<file path="src/rtl/id_ex_hazard_stage.sv">
// ---------------------------------------------------------------------------
// id_ex_hazard_stage
//   ID->EX pipeline register with integrated hazard control.
//   - Latches the decoder control bundle and register specifiers into EX.
//   - Detects load-use hazards against the instruction already in EX and
//     inserts a single bubble while stalling IF/ID.
//   - Holds all stage state while a multi-cycle EX operation is busy.
//   - Squashes the ID instruction on a branch/jump flush.  A flush that
//     arrives during a hold is remembered and applied once the hold ends.
//   Stage registers update on the falling edge of CLK and are cleared
//   asynchronously by RSTn (active low).
//
//   Optional build macro: HAZARD_STATS_EN
//     When defined, adds BubbleCntOut / HoldCntOut statistics counters
//     (CNT_W bits each, wrapping).  Stage behaviour is identical either way.
// ---------------------------------------------------------------------------
module id_ex_hazard_stage #(
    parameter int REG_W = 5,
    parameter int CNT_W = 16
) (
    input  logic             CLK,
    input  logic             RSTn,
    input  logic             ValidIn,
    input  logic [2:0]       AluOpIn,
    input  logic             Alu1SrcIn,
    input  logic             Alu2SrcIn,
    input  logic [1:0]       RegDstIn,
    input  logic [2:0]       ExtSelIn,
    input  logic             SignIn,
    input  logic [1:0]       DigitIn,
    input  logic             DataWrIn,
    input  logic             immresIn,
    input  logic             RegWrIn,
    input  logic             MemRdIn,
    input  logic [REG_W-1:0] RsIn,
    input  logic [REG_W-1:0] RtIn,
    input  logic [REG_W-1:0] RdIn,
    input  logic             ExBusyIn,
    input  logic             FlushIn,
    output logic [2:0]       AluOpOut,
    output logic             Alu1SrcOut,
    output logic             Alu2SrcOut,
    output logic [1:0]       RegDstOut,
    output logic [2:0]       ExtSelOut,
    output logic             SignOut,
    output logic [1:0]       DigitOut,
    output logic             DataWrOut,
    output logic             immresOut,
    output logic             RegWrOut,
    output logic             MemRdOut,
    output logic [REG_W-1:0] RsOut,
    output logic [REG_W-1:0] RtOut,
    output logic [REG_W-1:0] RdOut,
    output logic             ValidOut,
    output logic             StallOut,
    output logic             FlushPendOut
`ifdef HAZARD_STATS_EN
    ,
    output logic [CNT_W-1:0] BubbleCntOut,
    output logic [CNT_W-1:0] HoldCntOut
`endif
);

    // Contents of the EX-side stage register.
    typedef struct packed {
        logic             valid;
        logic [2:0]       alu_op;
        logic             alu1_src;
        logic             alu2_src;
        logic [1:0]       reg_dst;
        logic [2:0]       ext_sel;
        logic             sign;
        logic [1:0]       digit;
        logic             data_wr;
        logic             immres;
        logic             reg_wr;
        logic             mem_rd;
        logic [REG_W-1:0] rs;
        logic [REG_W-1:0] rt;
        logic [REG_W-1:0] rd;
    } stage_t;

    // What the stage does at the next falling edge.
    typedef enum logic [1:0] {
        ACT_LOAD   = 2'd0,
        ACT_BUBBLE = 2'd1,
        ACT_HOLD   = 2'd2
    } action_t;

    stage_t  stage_r;
    stage_t  stage_nxt_s;
    stage_t  load_s;
    logic    flush_pend_r;
    logic    flush_pend_nxt_s;
    logic    lu_s;
    logic    eff_flush_s;
    logic    stall_s;
    action_t action_s;

    // Load-use hazard: the EX load's destination feeds a source of the ID instruction (r0 excluded).
    always_comb begin
        lu_s = ValidIn & stage_r.valid & stage_r.mem_rd & stage_r.reg_wr &
               (stage_r.rd != {REG_W{1'b0}}) &
               ((stage_r.rd == RsIn) | (stage_r.rd == RtIn));
    end

    // Flush is effective either when requested now or when deferred from a hold.
    always_comb begin
        eff_flush_s = FlushIn | flush_pend_r;
    end

    // Stall IF/ID while EX is busy, or on a load-use hazard unless a flush redirects fetch.
    always_comb begin
        stall_s = ExBusyIn | (lu_s & ~eff_flush_s);
    end

    // Priority select of the stage action: hold > flush bubble > hazard bubble > load.
    always_comb begin
        action_s = ACT_LOAD;
        if (ExBusyIn) begin
            action_s = ACT_HOLD;
        end else if (eff_flush_s) begin
            action_s = ACT_BUBBLE;
        end else if (lu_s) begin
            action_s = ACT_BUBBLE;
        end else begin
            action_s = ACT_LOAD;
        end
    end

    // Assemble the incoming instruction; an invalid slot never carries write/read enables.
    always_comb begin
        load_s          = '0;
        load_s.valid    = ValidIn;
        load_s.alu_op   = AluOpIn;
        load_s.alu1_src = Alu1SrcIn;
        load_s.alu2_src = Alu2SrcIn;
        load_s.reg_dst  = RegDstIn;
        load_s.ext_sel  = ExtSelIn;
        load_s.sign     = SignIn;
        load_s.digit    = DigitIn;
        load_s.immres   = immresIn;
        load_s.rs       = RsIn;
        load_s.rt       = RtIn;
        load_s.rd       = RdIn;
        if (ValidIn) begin
            load_s.data_wr = DataWrIn;
            load_s.reg_wr  = RegWrIn;
            load_s.mem_rd  = MemRdIn;
        end else begin
            load_s.data_wr = 1'b0;
            load_s.reg_wr  = 1'b0;
            load_s.mem_rd  = 1'b0;
        end
    end

    // Next stage contents and deferred-flush flag for the selected action.
    always_comb begin
        stage_nxt_s      = stage_r;
        flush_pend_nxt_s = flush_pend_r;
        case (action_s)
            ACT_HOLD: begin
                stage_nxt_s = stage_r;
                if (FlushIn) begin
                    flush_pend_nxt_s = 1'b1;
                end else begin
                    flush_pend_nxt_s = flush_pend_r;
                end
            end
            ACT_BUBBLE: begin
                stage_nxt_s      = '0;
                flush_pend_nxt_s = 1'b0;
            end
            ACT_LOAD: begin
                stage_nxt_s      = load_s;
                flush_pend_nxt_s = flush_pend_r;
            end
            default: begin
                stage_nxt_s      = '0;
                flush_pend_nxt_s = 1'b0;
            end
        endcase
    end

    // Stage register: falling-edge update, asynchronous clear discards any held instruction.
    always_ff @(negedge CLK or negedge RSTn) begin
        if (!RSTn) begin
            stage_r      <= '0;
            flush_pend_r <= 1'b0;
        end else begin
            stage_r      <= stage_nxt_s;
            flush_pend_r <= flush_pend_nxt_s;
        end
    end

`ifdef HAZARD_STATS_EN
    logic [CNT_W-1:0] bubble_cnt_r;
    logic [CNT_W-1:0] hold_cnt_r;

    // Statistics: count bubble edges and hold edges, wrapping at 2^CNT_W.
    always_ff @(negedge CLK or negedge RSTn) begin
        if (!RSTn) begin
            bubble_cnt_r <= {CNT_W{1'b0}};
            hold_cnt_r   <= {CNT_W{1'b0}};
        end else begin
            case (action_s)
                ACT_BUBBLE: bubble_cnt_r <= bubble_cnt_r + {{(CNT_W-1){1'b0}}, 1'b1};
                ACT_HOLD:   hold_cnt_r   <= hold_cnt_r + {{(CNT_W-1){1'b0}}, 1'b1};
                default: begin
                    bubble_cnt_r <= bubble_cnt_r;
                    hold_cnt_r   <= hold_cnt_r;
                end
            endcase
        end
    end

    assign BubbleCntOut = bubble_cnt_r;
    assign HoldCntOut   = hold_cnt_r;
`endif

    assign ValidOut     = stage_r.valid;
    assign AluOpOut     = stage_r.alu_op;
    assign Alu1SrcOut   = stage_r.alu1_src;
    assign Alu2SrcOut   = stage_r.alu2_src;
    assign RegDstOut    = stage_r.reg_dst;
    assign ExtSelOut    = stage_r.ext_sel;
    assign SignOut      = stage_r.sign;
    assign DigitOut     = stage_r.digit;
    assign DataWrOut    = stage_r.data_wr;
    assign immresOut    = stage_r.immres;
    assign RegWrOut     = stage_r.reg_wr;
    assign MemRdOut     = stage_r.mem_rd;
    assign RsOut        = stage_r.rs;
    assign RtOut        = stage_r.rt;
    assign RdOut        = stage_r.rd;
    assign FlushPendOut = flush_pend_r;
    assign StallOut     = stall_s;

endmodule

</file>
<file path="config.mk">
export PLATFORM = sky130hd
export DESIGN_NAME = id_ex_hazard_stage
export DESIGN_NICKNAME = d
export VERILOG_FILES = /design/src/rtl/id_ex_hazard_stage.sv
export SDC_FILE = /design/constraint.sdc
export NUM_CORES = 1
export LEC_CHECK = 0
export ABC_CLOCK_PERIOD_IN_PS = 2000
export CORE_MARGIN = 4
export CORE_UTILIZATION = 43
export DETAILED_ROUTE_END_ITERATION = 7
export HOLD_SLACK_MARGIN = 0.08
export PLACE_DENSITY = 0.8
export SLEW_MARGIN = 10
export SYNTH_ARGS = -nofsm -noshare
export SYNTH_HDL_FRONTEND = slang
export SYNTH_SLANG_ARGS = --single-unit
export TNS_END_PERCENT = 1
</file>
<file path="constraint.sdc">
create_clock -name CLK -period 2 [get_ports CLK]
set_input_delay 0.3 -clock CLK [delete_from_list [all_inputs] [get_ports CLK]]
set_output_delay 0.3 -clock CLK [all_outputs]
set_load 0.03 [all_outputs]
</file>
==> reports/results.tsv <==
metric	value	unit
io_buffers	71	
wl_per_cell	15.80	µm
placed_area	2581	µm²
crit_buf_inv	2	
preCtsSetupSlack	-1.197	ns
fin_cells	313	
cts_buffers	5	
syn_area	1767	µm²
arrival	2.74	ns
clock_path_buffers	2	
final_area	2872	µm²
finalSetupTns	-25.48	ns
n_antenna_cell	0	
leakage	1.220	nW
dpl.hpwl	3347	µm
synth-main-ff-cell	dfrtn_1	
core-area	4000	µm²
start_kind	flip-flop	
die_w	72.10	µm
clk_pin_slew	0.05	ns
place_congestion	0.7817	
synth_nets	213	
slowest_stage	or4_4	
synth_edf_count	0	
ctsHoldBuffers	0	
rows	23	
gr-total-overflow	0	
netlist_instances	176	
final_cell_mix	buf_6 (43), dfrtn_1 (34), nand2_1 (32)	
drt_pre_antenna_iters	4	
final_max_slew_viol_count	0	
ys_seq_area_share	48.16	%
violations	negative setup slack	
worstPathCellList	or4_4 -> o21ai_4 -> inv_2 -> a31o_4 -> buf_6	
status	finished, violations left	
rsz0062_at_grt	true	
critPathTopFamily	simple AND/OR/NAND/NOR gates	
power_density	774.3	nW/µm²
crit_type	flip-flop to output port	
worst_ep_required_time	1.70	ns
fillers	303	
cp-end-kind	output port	
setup_violations	69	
drive_above_1_share	28.52	%
vdd_drop_max	0.4929	mV
tritoncts	yes	
avgSynthCellArea	10.04	µm²
worstMarginPinSlew	0.3906	ns
maxCapViolCount	0	
drc	0	
nets	299	
die_y	72.10	µm
synthDistinctLibCells	23	
min_path_type	flip-flop to flip-flop	
die_area	5198	µm²
clkSinkCount	34	
placedCellCount	304	
async_flop_share	100.0	%
grt_max_degree	36	
antenna_found_initial	0	
fin_ws	-1.044	ns
root_buffer	clkbuf_8	
grt_usage	19.80	%
clock_latency	0.29	ns
worstPathMaxFanout	2	
grt_pass1_wl	8169	µm
max_stage_delay	0.55	ns
vias_per_cell	5.578	
ys_seq_elements	34	
initial_core_util	44.17	%
synthToLayoutAreaGrowth	62.54	%
final_common_cell	buf_6	
ctsHtreeMaxLevel	2	
yosys_warnings	0	
timing.slew.headroom	73.96	%
ios	72	
finalHoldViolations	0	
utilization	71.79	%
finalClockSkew	0.005198	ns
routed_wirelength	4946	µm
grt_pass1_vias	1760	
first_iter_violations	153	
dr_total_vias	1746	
postRouteAntennaNets	0	
## cells in the mapped netlist (3+ instances only)
master / number / share of area [%]
dfrtn_1: 34 / 48
nand2_1: 32 / 6.8
a32oi_1: 30 / 15
o21ai_1: 27 / 7.6
xnor2_1: 10 / 5.0
o21ai_0: 6 / 1.7
buf_2: 5 / 1.4
nand3_1: 5 / 1.4
buf_6: 4 / 2.5
clkbuf_8: 4 / 3.1
a22oi_1: 3 / 1.3
and3_1: 3 / 1.1
clkbuf_2: 3 / 0.85
## per-layer routing
layer | vias to the layer above | part of all wire [%] | GRT usage, %
li1 | 837 | - | -
met1 | 833 | 42 | 25.42
met2 | 67 | 49 | 32.05
met3 | 9 | 7.6 | 5.402
met4 | 0 | 1.2 | 7.098
met5 | - | 0 | 0
## where the power goes
group,total [W],switching (W),internal (W)
Clock,0.000609,0.000242,0.000366
Sequential,0.000842,0.0000631,0.000779
Combinational,0.000772,0.000394,0.000378
## sequential cells by signal, indices dropped and copies added, names as in the netlist
signal	cells
RdOut	5
FlushPendOut	1
SignOut	1
RegDstOut	2
RsOut	5
RtOut	5
MemRdOut	1
Alu2SrcOut	1
Alu1SrcOut	1
ValidOut	1
DataWrOut	1
DigitOut	2
ExtSelOut	3
immresOut	1
AluOpOut	3
RegWrOut	1
## worst min-delay path, stage by stage, from the launching register on
cell     delay (ns)
dfrtn_1        0.42
a32oi_1        0.06
o21ai_1        0.06
## cell type report
cell class | instances | area (µm²) | share of cell area (%)
tap | 50 | 62.56 | 2.179
inverter | 1 | 3.754 | 0.1307
clock buffer | 5 | 68.82 | 2.397
sequential | 34 | 850.8 | 29.63
multi-input combinational | 124 | 795.8 | 27.71
timing repair buffer | 96 | 1050 | 36.56
clock inverter | 3 | 40.04 | 1.394
## per-stage QoR
step	total power (W)	hold slack [ns]
5_1_grt	0.002332	0.5000
6_report	0.002223	0.4667
4_1_cts	0.002231	0.4646
3_3_place_gp	0.001523	0.4352
2_1_floorplan	0.001198	0.6117
3_5_place_dp	0.001537	0.4433
## kinds of logic (layout without fill, tap and decap cells)
family | count (synthesis) | after routing | share of synthesized area, %
buffers and inverters | 18 | 105 | 8.356
and+or+nand+nor | 45 | 45 | 11.26
xor gates and xnor gates | 10 | 10 | 4.957
AOI/OAI and AO/OA | 69 | 69 | 27.27
DFF | 34 | 34 | 48.16
## worst paths after layout
kind / start / endpoint / slack, ns / cells after the start
min: RsOut[2]$_DFFE_NN0P_ / RsOut[2]$_DFFE_NN0P_ / 0.47 / 2
max reg2reg: RdOut[1]$_DFFE_NN0P_ / AluOpOut[0]$_DFFE_NN0P_ / 0.32 / 5
min in group asynchronous: RSTn / FlushPendOut$_DFFE_NN0P_ / 0.85 / 2
max: RdOut[1]$_DFFE_NN0P_ / StallOut / -1.04 / 5
max in group asynchronous: RSTn / RsOut[3]$_DFFE_NN0P_ / 0.94 / 2
min reg2reg: RsOut[2]$_DFFE_NN0P_ / RsOut[2]$_DFFE_NN0P_ / 0.47 / 2
## what timing repair did
item / in CTS / in global routing
endpoints found under the hold margin: 0 / 0
pin swaps: 3 / 1
setup buffers: 1 / 0
gates resized for setup: 56 / 5
endpoints found under the setup margin: 69 / 69
No activity file was read; power rests on OpenSTA's default activity.
